[config.mk]
export PLATFORM = sky130hd
export DESIGN_NAME = div8x4
export DESIGN_NICKNAME = d
export VERILOG_FILES = /design/src/rtl/div8x4.sv
export SDC_FILE = /design/constraint.sdc
export NUM_CORES = 1
export LEC_CHECK = 0
export CAP_MARGIN = 30
export CORE_MARGIN = 4
export CORE_UTILIZATION = 51
export CTS_BUF_LIST = sky130_fd_sc_hd__clkbuf_8
export DETAILED_ROUTE_END_ITERATION = 6
export GPL_TIMING_DRIVEN = 1
export PLACE_DENSITY = 0.77
export SETUP_SLACK_MARGIN = 0.2
export SYNTH_ARGS = -nofsm -noshare
export SYNTH_HDL_FRONTEND = slang
export SYNTH_SLANG_ARGS = --single-unit
export TNS_END_PERCENT = 1
[constraint.sdc]
create_clock -name clk -period 2.2 [get_ports clk]
set_input_delay 0.55 -clock clk [delete_from_list [all_inputs] [get_ports clk]]
set_output_delay 0.55 -clock clk [all_outputs]
set_load 0.01 [all_outputs]
[src/rtl/div8x4.sv]
// -----------------------------------------------------------------------------
// div8x4 -- sequential restoring divider, one quotient bit per clock.
//
// Divides an unsigned DIVIDEND_W-bit dividend by an unsigned DIVISOR_W-bit
// divisor. Results are registered and only change on the edge that enters
// DONE; they hold until the next accepted start.
//
// Handshake: start is sampled only in IDLE. An accepted start with a nonzero
// divisor moves to RUN (busy=1) for DIVIDEND_W cycles, then DONE (done=1 for
// exactly one cycle), then back to IDLE. A zero divisor goes straight to DONE
// with quotient=all ones, remainder=dividend low bits and div_by_zero=1.
// start is ignored in RUN and DONE; there is no request queuing.
//
// Ports:
//   clk          in   clock, rising edge
//   rst          in   synchronous active-high reset, highest priority
//   start        in   launch request
//   dividend     in   [DIVIDEND_W-1:0] unsigned dividend
//   divisor      in   [DIVISOR_W-1:0]  unsigned divisor
//   busy         out  high in RUN
//   done         out  one-cycle pulse in DONE
//   quotient     out  [DIVIDEND_W-1:0] result quotient
//   remainder    out  [DIVISOR_W-1:0]  result remainder
//   div_by_zero  out  last operation had divisor == 0
//   state_dbg    out  [1:0] current FSM state (0=IDLE, 1=RUN, 2=DONE)
// -----------------------------------------------------------------------------
module div8x4 #(
  parameter int DIVIDEND_W = 8,
  parameter int DIVISOR_W  = 4
) (
  input  logic                  clk,
  input  logic                  rst,
  input  logic                  start,
  input  logic [DIVIDEND_W-1:0] dividend,
  input  logic [DIVISOR_W-1:0]  divisor,
  output logic                  busy,
  output logic                  done,
  output logic [DIVIDEND_W-1:0] quotient,
  output logic [DIVISOR_W-1:0]  remainder,
  output logic                  div_by_zero,
  output logic [1:0]            state_dbg
);

  localparam int CNT_W = $clog2(DIVIDEND_W + 1);

  typedef enum logic [1:0] {
    S_IDLE = 2'd0,
    S_RUN  = 2'd1,
    S_DONE = 2'd2
  } state_e;

  state_e                state_q, state_d;
  logic [CNT_W-1:0]      cnt_q, cnt_d;
  // Partial remainder is one bit wider than the divisor so the trial
  // subtraction after the left shift can never overflow.
  logic [DIVISOR_W:0]    rem_q, rem_d;
  // Dividend shift register; quotient bits enter at the LSB as dividend
  // bits leave at the MSB, so after DIVIDEND_W steps it holds the quotient.
  logic [DIVIDEND_W-1:0] dvd_q, dvd_d;
  logic [DIVISOR_W-1:0]  dvs_q, dvs_d;
  logic [DIVIDEND_W-1:0] quo_q, quo_d;
  logic [DIVISOR_W-1:0]  remo_q, remo_d;
  logic                  dbz_q, dbz_d;

  // One restoring step, computed combinationally from the working registers.
  logic [DIVISOR_W+1:0]  shifted;
  logic [DIVISOR_W+1:0]  diff;
  logic                  borrow;
  logic [DIVISOR_W:0]    step_rem;
  logic [DIVIDEND_W-1:0] step_dvd;

  always_comb begin
    shifted  = {rem_q, dvd_q[DIVIDEND_W-1]};
    diff     = shifted - {2'b00, dvs_q};
    // A set MSB means the trial went negative: restore the shifted value.
    borrow   = diff[DIVISOR_W+1];
    step_rem = borrow ? shifted[DIVISOR_W:0] : diff[DIVISOR_W:0];
    step_dvd = {dvd_q[DIVIDEND_W-2:0], ~borrow};
  end

  always_comb begin
    state_d = state_q;
    cnt_d   = cnt_q;
    rem_d   = rem_q;
    dvd_d   = dvd_q;
    dvs_d   = dvs_q;
    quo_d   = quo_q;
    remo_d  = remo_q;
    dbz_d   = dbz_q;
    case (state_q)
      S_IDLE: begin
        if (start) begin
          if (divisor != '0) begin
            dvd_d   = dividend;
            dvs_d   = divisor;
            rem_d   = '0;
            cnt_d   = CNT_W'(DIVIDEND_W);
            dbz_d   = 1'b0;
            state_d = S_RUN;
          end else begin
            quo_d   = '1;
            remo_d  = dividend[DIVISOR_W-1:0];
            dbz_d   = 1'b1;
            state_d = S_DONE;
          end
        end
      end
      S_RUN: begin
        rem_d = step_rem;
        dvd_d = step_dvd;
        cnt_d = cnt_q - CNT_W'(1);
        if (cnt_q == CNT_W'(1)) begin
          // Final step: the remainder is now below the divisor, so its
          // low DIVISOR_W bits are the whole value.
          quo_d   = step_dvd;
          remo_d  = step_rem[DIVISOR_W-1:0];
          state_d = S_DONE;
        end
      end
      S_DONE: begin
        state_d = S_IDLE;
      end
      default: begin
        state_d = S_IDLE;
      end
    endcase
  end

  always_ff @(posedge clk) begin
    if (rst) begin
      state_q <= S_IDLE;
      cnt_q   <= '0;
      rem_q   <= '0;
      dvd_q   <= '0;
      dvs_q   <= '0;
      quo_q   <= '0;
      remo_q  <= '0;
      dbz_q   <= 1'b0;
    end else begin
      state_q <= state_d;
      cnt_q   <= cnt_d;
      rem_q   <= rem_d;
      dvd_q   <= dvd_d;
      dvs_q   <= dvs_d;
      quo_q   <= quo_d;
      remo_q  <= remo_d;
      dbz_q   <= dbz_d;
    end
  end

  assign busy        = (state_q == S_RUN);
  assign done        = (state_q == S_DONE);
  assign quotient    = quo_q;
  assign remainder   = remo_q;
  assign div_by_zero = dbz_q;
  assign state_dbg   = state_q;

endmodule

==> flow_summary.yaml <==
timing:
  clock_skew_ns: 0.00667
  layout_min_cycle_time_ns: 1.95
  hold_viol: 0
  rsz0062_at_grt: "true"
  maxSlewViolCount: 0
  setup_viol: 0
  post-route-period-util: 0.886
  worst_slack_ns: 0.251
  tightestPinTransition_ns: 0.465
  max_freq_mhz: 513
  hold_ws_ns: 0.491
  max_slew_margin: 0.689
  setup_tns_ns: 0
global_routing:
  met1_usage: 0.271
  grt_pass1_wl_mm: 6.92
  grt-busiest-layer: "met2"
  grt_use_met2: 0.298
  antenna_found_initial: 0
  grt_use_total: 0.197
  grt_use_met3: 0.0486
  grt_pass1_vias: 1552
  grt_overflow: 0
  grt_max_degree: 22
setup_path:
  path_cells: "clkdlybuf4s50_1 > nor4_4 > or2_4 > buf_4 > nand2_1 > a311oi_1"
  cp-end-kind: "flop"
  rr_worst_depth: 7
  rrSetupSlack_ns: 0.27
  critPathSlowestCell: "clkdlybuf4s50_1"
  max_stage_delay_ns: 0.46
  crit_buf_inv: 2
  crit_type: "input port to flop"
  worstPathArrival_ns: 2.14
  path_delay_family: "simple AND/OR/NAND/NOR gates"
  cp.depth: 6
  timing.rr.end: "remainder[1]$_SDFFE_PP0P_"
  required_ns: 2.39
  cp_max_fo: 10
  reg2reg_from: "dvs_q[3]$_SDFFE_PP0P_"
  cp-start-kind: "input port"
drt:
  drt_first_pass_iters: 4
  wl_mm: 4.07
  route.detailed.drc: 0
  wl_per_cell_um: 13.4
  antenna_left: 0
  dr_total_vias: 1645
  drt-initial-drc-count: 131
  vias_per_cell: 5.41
power:
  power_mw: 1.59
  ir_drop_uv: 463
  powerDensity_mw_per_mm2: 664
  power.leakage_nw: 0.946
placed_design:
  place_ws_ns: -0.0813
  dp_hpwl_mm: 3.08
  routabilityCongestion: 0.860
  place_area_sq_mm: 0.00227
  dpl.cell_count: 295
  io_buffers: 31
cts:
  cts_sinks: 36
  insertion_delay_ns: 0.29
  cts_tree: "built"
  clkSlewWorstSetupHoldPaths_ns: 0.07
  htreeDepth: 2
  cts_made_buffers: 5
  holdBufCountCts: 0
  root_buffer: "clkbuf_8"
  cts.path.max_buffers: 2
synth:
  syn-mean-instance-area_sq_um: 8.65
  synth_area_leader_cell: "dfxtp_1"
  async_flop_share: 0
  syn_inst: 216
  synth-seq-cells: 36
  ys.flop_type: "dfxtp_1"
  yosysTopAreaCellShare: 0.386
  synth-edff-count: 0
  synthDistinctLibCells: 47
  ys_top_cells_by_area: "dfxtp_1 (39%), nor2_1 (8.6%), a311oi_1 (5.2%), nand2_1 (4.6%), ha_1 (4.0%)"
  ys_warn_count: 0
  synth_fp_nets: 238
  netlist_area_sq_mm: 0.00187
  seq_area_frac_synth: 0.386
run:
  drv_cap: 0
floorplan:
  dieArea_sq_mm: 0.00470
  coreArea_sq_mm: 0.00344
  die_width_um: 68.5
  io_pins: 32
  num_rows: 21
  die_h_um: 68.5
  initial_core_util: 0.543
cells_and_area:
  drive_above_1_share: 0.155
  diodes: 0
  fin_cells: 304
  nets: 280
  syn2layout_area_growth_pct: 28.2
  fill_cells: 272
  multi_input_area_sq_mm: 0.00105
  ff_latch_area_sq_um: 724
  postLayoutCoreUtil: 0.696
  fin_area_sq_mm: 0.00240
status:
  status: "complete, no violations"
worst_hold_path:
  min_from: "div_by_zero$_SDFFE_PP0P_"
  holdPathEnd: "div_by_zero$_SDFFE_PP0P_"
  hold_path_class: "flop to flop"
  min_path_cells: 2
-- cell usage after synthesis (all sizes together) (3+ instances only) --
| library cell | instances |
|---|---|
| mux2i | 5 |
| a21oi | 6 |
| ha | 6 |
| clkbuf | 3 |
| dfxtp | 36 |
| a211oi | 3 |
| nand3 | 4 |
| nor3 | 5 |
| nor3b | 3 |
| o21ai | 7 |
| nand2 | 23 |
| nor2 | 44 |
| nand2b | 3 |
| o21a | 3 |
| buf | 6 |
| a311oi | 13 |
| inv | 13 |
| a22o | 3 |
| mux2 | 3 |
-- registers in the layout, summed over array words and instances, names as in the netlist --
register and cells:
quotient 8, dvs_q 4, rem_q 5, remainder 4
state_dbg 2, cnt_q 4, dvd_q 8, div_by_zero 1
-- metal layers --
layer	vias up	wire, um
met5	-	0
met4	0	50
met3	8	217
li1	840	-
met1	754	1960
met2	43	1850
-- cell type report --
class / count / share of cell area
clock buffers: 5 / 0.0287
repair buffers: 45 / 0.181
well taps: 46 / 0.0240
multi-input cells: 157 / 0.440
flip-flops and latches: 36 / 0.302
clock inverters: 2 / 0.00366
inverters: 13 / 0.0204
-- how the worst max path moves through the flow --
stage,startpoint,end
3_3_place_gp,divisor[0],remainder[0]$_SDFFE_PP0P_
2_1_floorplan,dvs_q[2]$_SDFFE_PP0P_,rem_q[1]$_SDFFE_PP0P_
3_5_place_dp,divisor[0],quotient[1]$_SDFFE_PP0P_
4_1_cts,state_dbg[1]$_SDFFE_PP0P_,busy
5_1_grt,dvd_q[7]$_SDFFE_PP0P_,remainder[2]$_SDFFE_PP0P_
6_report,divisor[1],dvd_q[4]$_SDFFE_PP0P_
-- worst min-delay path: cells and delay by family (launching register included) --
kind / cells / cell delay [ns]
DFF: 1 / 0.32
AOI/OAI and AO/OA: 2 / 0.13
-- cells by family after synthesis --
kind of cell / Yosys count / synth area share
mux: 8 / 0.0469
simple gates: 92 / 0.231
flops: 36 / 0.386
buf+inv: 23 / 0.0629
fa+ha+maj: 7 / 0.0509
compound gates: 48 / 0.214
xor+xnor: 2 / 0.00937
-- cells in the final DEF (no fill, tap or decap), drive strengths merged, types with 4 or more instances in the layout --
cell type      synthesis  routed
a21oi                  6       6
a311oi                13      13
buf                    6      14
clkbuf                 3       5
clkdlybuf4s50          0      29
dfxtp                 36      36
ha                     6       6
inv                   13      14
mux2i                  5       5
nand2                 23      23
nand3                  4       4
nor2                  44      44
nor3                   5       5
o21ai                  7       7
-- report_power, final --
group          switching [mW]  leakage, nW  internal (mW)
Combinational           0.211        0.605          0.212
Clock                   0.220       0.0452          0.210
Sequential             0.0387        0.295          0.699
-- timing repair --
item	CTS	global route
resized for setup	2	8
endpoints found under the setup margin	3	18
hold endpoints to repair	0	0
setup buffers	1	1
pin swaps	1	3
Power figures use the tool's default switching activity.
